$ cat config.mk
export PLATFORM = sky130hd
export DESIGN_NAME = up_or_down_counter_flat
export DESIGN_NICKNAME = d
export VERILOG_FILES = /design/src/rtl/up_or_down_counter_if.sv /design/src/rtl/up_or_down_counter.sv /design/src/flat_wrapper.sv
export SDC_FILE = /design/constraint.sdc
export NUM_CORES = 1
export LEC_CHECK = 0
export BUFFER_PORTS_ARGS = -buffer_cell sky130_fd_sc_hd__buf_4
export CORE_AREA = 3 3 40 42
export CTS_CLUSTER_DIAMETER = 200
export DETAILED_ROUTE_END_ITERATION = 10
export DIE_AREA = 0 0 43 45
export PLACE_DENSITY_LB_ADDON = 0.15
export SYNTH_ARGS = -nofsm -noshare
export SYNTH_HDL_FRONTEND = slang
export SYNTH_SLANG_ARGS = --single-unit
$ cat constraint.sdc
create_clock -name clk -period 2.1 [get_ports clk]
set_input_delay 0.63 -clock clk [delete_from_list [all_inputs] [get_ports clk]]
set_output_delay 0.63 -clock clk [all_outputs]
set_load 0.01 [all_outputs]
$ cat src/rtl/up_or_down_counter_if.sv
// ----------------------------------------------------------------------------
// up_or_down_counter_if
// Signal bundle between the up/down counter and whoever drives it.
//   UpOrDown : direction select, 1 = increment, 0 = decrement
//   count    : current counter value (WIDTH bits)
//   term_cnt : next step wraps (combinational)
//   wrapped  : one-cycle pulse in the cycle after a wrap
// master drives UpOrDown and observes the rest; slave is the counter itself.
// ----------------------------------------------------------------------------
interface up_or_down_counter_if #(
   parameter int unsigned WIDTH = 4
);
   logic             UpOrDown;
   logic [WIDTH-1:0] count;
   logic             term_cnt;
   logic             wrapped;

   modport master (
      output UpOrDown,
      input  count,
      input  term_cnt,
      input  wrapped
   );

   modport slave (
      input  UpOrDown,
      output count,
      output term_cnt,
      output wrapped
   );
endinterface

$ cat src/rtl/up_or_down_counter.sv
// ----------------------------------------------------------------------------
// up_or_down_counter
// Free-running binary up/down counter, modulo 2^WIDTH, stepping every clock.
// Ports:
//   clk    : rising-edge clock
//   reset  : asynchronous active-low reset, loads RESET_VALUE, clears wrapped
//   bus    : slave side of up_or_down_counter_if
//            (UpOrDown in; count, term_cnt, wrapped out)
// Parameters:
//   WIDTH       : count width, 1..32
//   RESET_VALUE : value held in count while reset is low
// ----------------------------------------------------------------------------
module up_or_down_counter #(
   parameter int unsigned      WIDTH       = 4,
   parameter logic [WIDTH-1:0] RESET_VALUE = '0
) (
   input  logic                  clk,
   input  logic                  reset,
   up_or_down_counter_if.slave   bus
);

   localparam logic [WIDTH-1:0] ONE = WIDTH'(1);

   logic [WIDTH-1:0] count_q, count_d;
   logic             wrapped_q, wrapped_d;
   logic             at_max, at_min;

   assign at_max = &count_q;
   assign at_min = ~|count_q;

   // An unknown direction falls into the default arm and holds the count,
   // so an X on UpOrDown never spreads into the register.
   always_comb begin
      count_d   = count_q;
      wrapped_d = 1'b0;
      case (bus.UpOrDown)
         1'b1: begin
            count_d   = count_q + ONE;
            wrapped_d = at_max;
         end
         1'b0: begin
            count_d   = count_q - ONE;
            wrapped_d = at_min;
         end
         default: ;
      endcase
   end

   always_ff @(posedge clk or negedge reset) begin
      if (!reset) begin
         count_q   <= RESET_VALUE;
         wrapped_q <= 1'b0;
      end else begin
         count_q   <= count_d;
         wrapped_q <= wrapped_d;
      end
   end

   assign bus.count    = count_q;
   assign bus.wrapped  = wrapped_q;
   // Looks ahead at the step the next edge will take; masked during reset.
   assign bus.term_cnt = reset & ((bus.UpOrDown & at_max) | (~bus.UpOrDown & at_min));

endmodule

$ cat src/flat_wrapper.sv
// flat-port wrapper written by rule: the top's interface ports become plain ports
module up_or_down_counter_flat 
#(
   parameter int unsigned      WIDTH       = 4,
   parameter logic [WIDTH-1:0] RESET_VALUE = '0
)
  (clk, reset, bus_UpOrDown, bus_count, bus_term_cnt, bus_wrapped);
  up_or_down_counter_if #(.WIDTH(WIDTH)) bus_i ();
  input  logic clk;
  input  logic reset;
  input wire logic [$bits(bus_i.UpOrDown)-1:0] bus_UpOrDown;
  output wire logic [$bits(bus_i.count)-1:0] bus_count;
  output wire logic [$bits(bus_i.term_cnt)-1:0] bus_term_cnt;
  output wire logic [$bits(bus_i.wrapped)-1:0] bus_wrapped;
  assign bus_i.UpOrDown = bus_UpOrDown;
  assign bus_count = bus_i.count;
  assign bus_term_cnt = bus_i.term_cnt;
  assign bus_wrapped = bus_i.wrapped;
  up_or_down_counter #(.WIDTH(WIDTH), .RESET_VALUE(RESET_VALUE)) u_core (.clk(clk), .reset(reset), .bus(bus_i));
endmodule
==> impl_metrics.yaml <==
clock_network:
  cts_sinks: 5
  cts_hold_buffers: 0
  cts_tree: "yes"
  cts.clk_slew.worst_paths_ns: 0.05
  clock_tree.buffer_depth: 2
  clock_latency_ns: 0.24
  cts_root_buf: "clkbuf_4"
  cts_buffers: 3
  cts-htree-levels: 1
critical_path:
  cp.required_ns: 1.47
  worstSetupStartpointType: "input pin"
  ff2ff_setup_slack_ns: 0.70
  r2r-start: "u_core.bus.count[1]"
  cp_num_buf_inv: 2
  end_kind: "primary output"
  cp_cell_sequence: "buf_6 > or4_1 > mux2i_1 > and2_1 > buf_6"
  cp.arrival_ns: 1.60
  r2r_cells: 5
  crit_family: "simple AND/OR/NAND/NOR gates"
  cp_slowest_cell: "or4_1"
  reg2reg_to: "u_core.bus.count[3]"
  cp.depth: 5
  cpPeakStageDelay_ns: 0.45
  worstPathMaxFanout: 2
  endpoint: "bus_term_cnt"
  critPathKind: "in -> out"
  critPathLaunch: "bus_UpOrDown"
  path_common_cell: "buf_6"
global_route:
  grt_max_degree: 7
  antenna_found_initial: 0
  grtUsageTotal_pct: 6.44
  grt_pass1_vias: 227
  grt_pass1_wl_um: 945
  grt_overflow: 0
outcome:
  violations: "negative setup slack"
  status: "finished with violations"
synth:
  syn_area_sq_um: 246
  synth_warnings: 0
  synthDistinctLibCells: 12
  ys_ff_latch: 5
  synth_common_cells: "5 x dfrtp_1, 2 x ha_1, 2 x inv_1, 2 x xnor2_1"
  synth_most_common_cell: "dfrtp_1"
  synth_edf_count: 0
  syn-instance-count: 19
  yosys.area.top_type: "dfrtp_1"
  synth_top_area_share_pct: 50.8
  synth_area_per_cell_sq_um: 13.0
  seq_area_frac_synth_pct: 50.8
  synthFlopType: "dfrtp_1"
  synth.net_count: 25
  synthArstFlopShare_pct: 100
  synth_area_leaders: "dfrtp_1 51%, ha_1 10%, fa_1 8.1%"
detailed_routing:
  routedWlPerCell_um: 10.7
  drt-total-wl_um: 544
  vias: 203
  via_per_inst: 3.98
  firstDrtPassIters: 2
  drc: 0
  drt-initial-drc-count: 1
  antenna_left: 0
sta:
  hold_slack_ns: 0.188
  report.final.slew_viol_count: 0
  slew_headroom_pct: 88.9
  fmax_ghz: 0.448
  skew_ns: 0.00256
  hold_viol_final: 0
  fin_crit_sh_pct: 106
  fin_crit_ns: 2.23
  rsz0062_at_grt: "yes"
  setup_slack_ns: -0.134
  setup_viol: 1
  tightest_slew_ns: 0.162
floorplanning:
  start_util_pct: 19.2
  die_h_um: 45
  dieArea_sq_mm: 0.00194
  row_count: 13
  die_x_um: 43
  core_sq_mm: 0.00128
  io_pins: 9
cells_and_area:
  syn_to_final_growth_pct: 60.9
  nets: 43
  stdcell_count: 51
  drive_gt1_share_pct: 44.4
  antennaDiodeCount: 0
power:
  p_seq_share_pct: 32.2
  power_switching_mw: 0.168
  p_comb_share_pct: 45.7
  p_int_mw: 0.333
  leakage_nw: 0.201
  ir_drop_mv: 0.274
  p_sw_share_pct: 33.5
  clkPwrFrac_pct: 22.2
  p_per_area_mw_per_mm2: 1260
flow_run:
  cap_violations: 0
min_path:
  min_path_type: "in -> async"
place:
  place_hpwl_um: 433
  dp_cells: 46
  gp_congestion: 0.645
  portBuffers: 8
-- power by group through the flow --
stage | clock (mW) | sequential (mW) | combinational (mW)
floorplan | 0 | 0.183 | 0.0948
global placement | 0 | 0.164 | 0.216
detailed placement | 0 | 0.164 | 0.226
CTS | 0.112 | 0.162 | 0.232
global route | 0.123 | 0.166 | 0.249
finish | 0.111 | 0.161 | 0.229
-- per-layer routing --
layer  GRT usage [%]  share of wire (%)
met2            11.1                 54
met5               0                  0
met3            1.59                6.8
met4            3.61                  0
met1            7.33                 39
-- cell families after synthesis --
logic type | count (synthesis) | synth area share (%)
flip-flops | 5 | 50.8
AO/OA/AOI/OAI | 2 | 5.08
XOR/XNOR | 3 | 10.7
buffers and inverters | 2 | 3.05
adder cells (fa/ha/maj) | 3 | 18.3
multiplexers | 1 | 4.06
AND/OR/NAND/NOR | 3 | 8.13
-- cell type report --
class | count | area, sq um
sequential | 5 | 125
tap | 15 | 18.8
timing repair buffer | 13 | 105
multi-input combinational | 12 | 114
inverter | 2 | 7.51
clock buffer | 4 | 26.3
fill | 137 | 888
-- metrics by stage --
stage          cell area (sq um)  setup slack (ns)  util, %  TNS [ns]  total power, mW
2_1_floorplan                246            0.0145        -         0            0.278
3_3_place_gp                 355            -0.195     27.7    -0.195            0.380
3_5_place_dp                 355            -0.218     27.7    -0.218            0.390
4_1_cts                      397            -0.150     30.9    -0.150            0.507
5_1_grt                      397            -0.218     30.9    -0.218            0.538
6_report                     397            -0.134     30.9    -0.134            0.501
-- worst min path at each step --
stage               start             endpoint  slack (ns)  cells after the start
floorplan           reset  u_core.bus.count[0]        0.33                      0
global placement    reset  u_core.bus.count[1]        0.44                      1
detailed placement  reset  u_core.bus.count[1]        0.44                      1
CTS                 reset  u_core.bus.count[1]        0.19                      1
global route        reset  u_core.bus.count[1]        0.18                      1
finish              reset   u_core.bus.wrapped        0.19                      1
-- layout by cell type (no fill, tap or decap) --
| cell type | Yosys | final |
|---|---|---|
| fa_1 | 1 | 1 |
| clkbuf_4 | 0 | 3 |
| xor2_1 | 1 | 1 |
| a21oi_1 | 1 | 1 |
| mux2i_1 | 1 | 1 |
| buf_4 | 0 | 11 |
| dfrtp_1 | 5 | 5 |
| or4_1 | 1 | 1 |
| xnor2_1 | 2 | 2 |
| ha_1 | 2 | 2 |
| inv_1 | 2 | 2 |
| buf_6 | 0 | 2 |
| a21o_1 | 1 | 1 |
| clkbuf_1 | 0 | 1 |
| nand4_1 | 1 | 1 |
| and2_1 | 1 | 1 |
-- flip-flops by register name (all words and copies together) (netlist names) --
name and flops:
u_core.bus.count 4, u_core.bus.wrapped 1
-- repair_timing --
action | CTS | global route
setup endpoints to repair | 1 | 1
pin swaps | 2 | 0
setup buffers | 1 | 0
resized for setup | 2 | 0
Note: power is estimated with default switching activity, not from simulation.
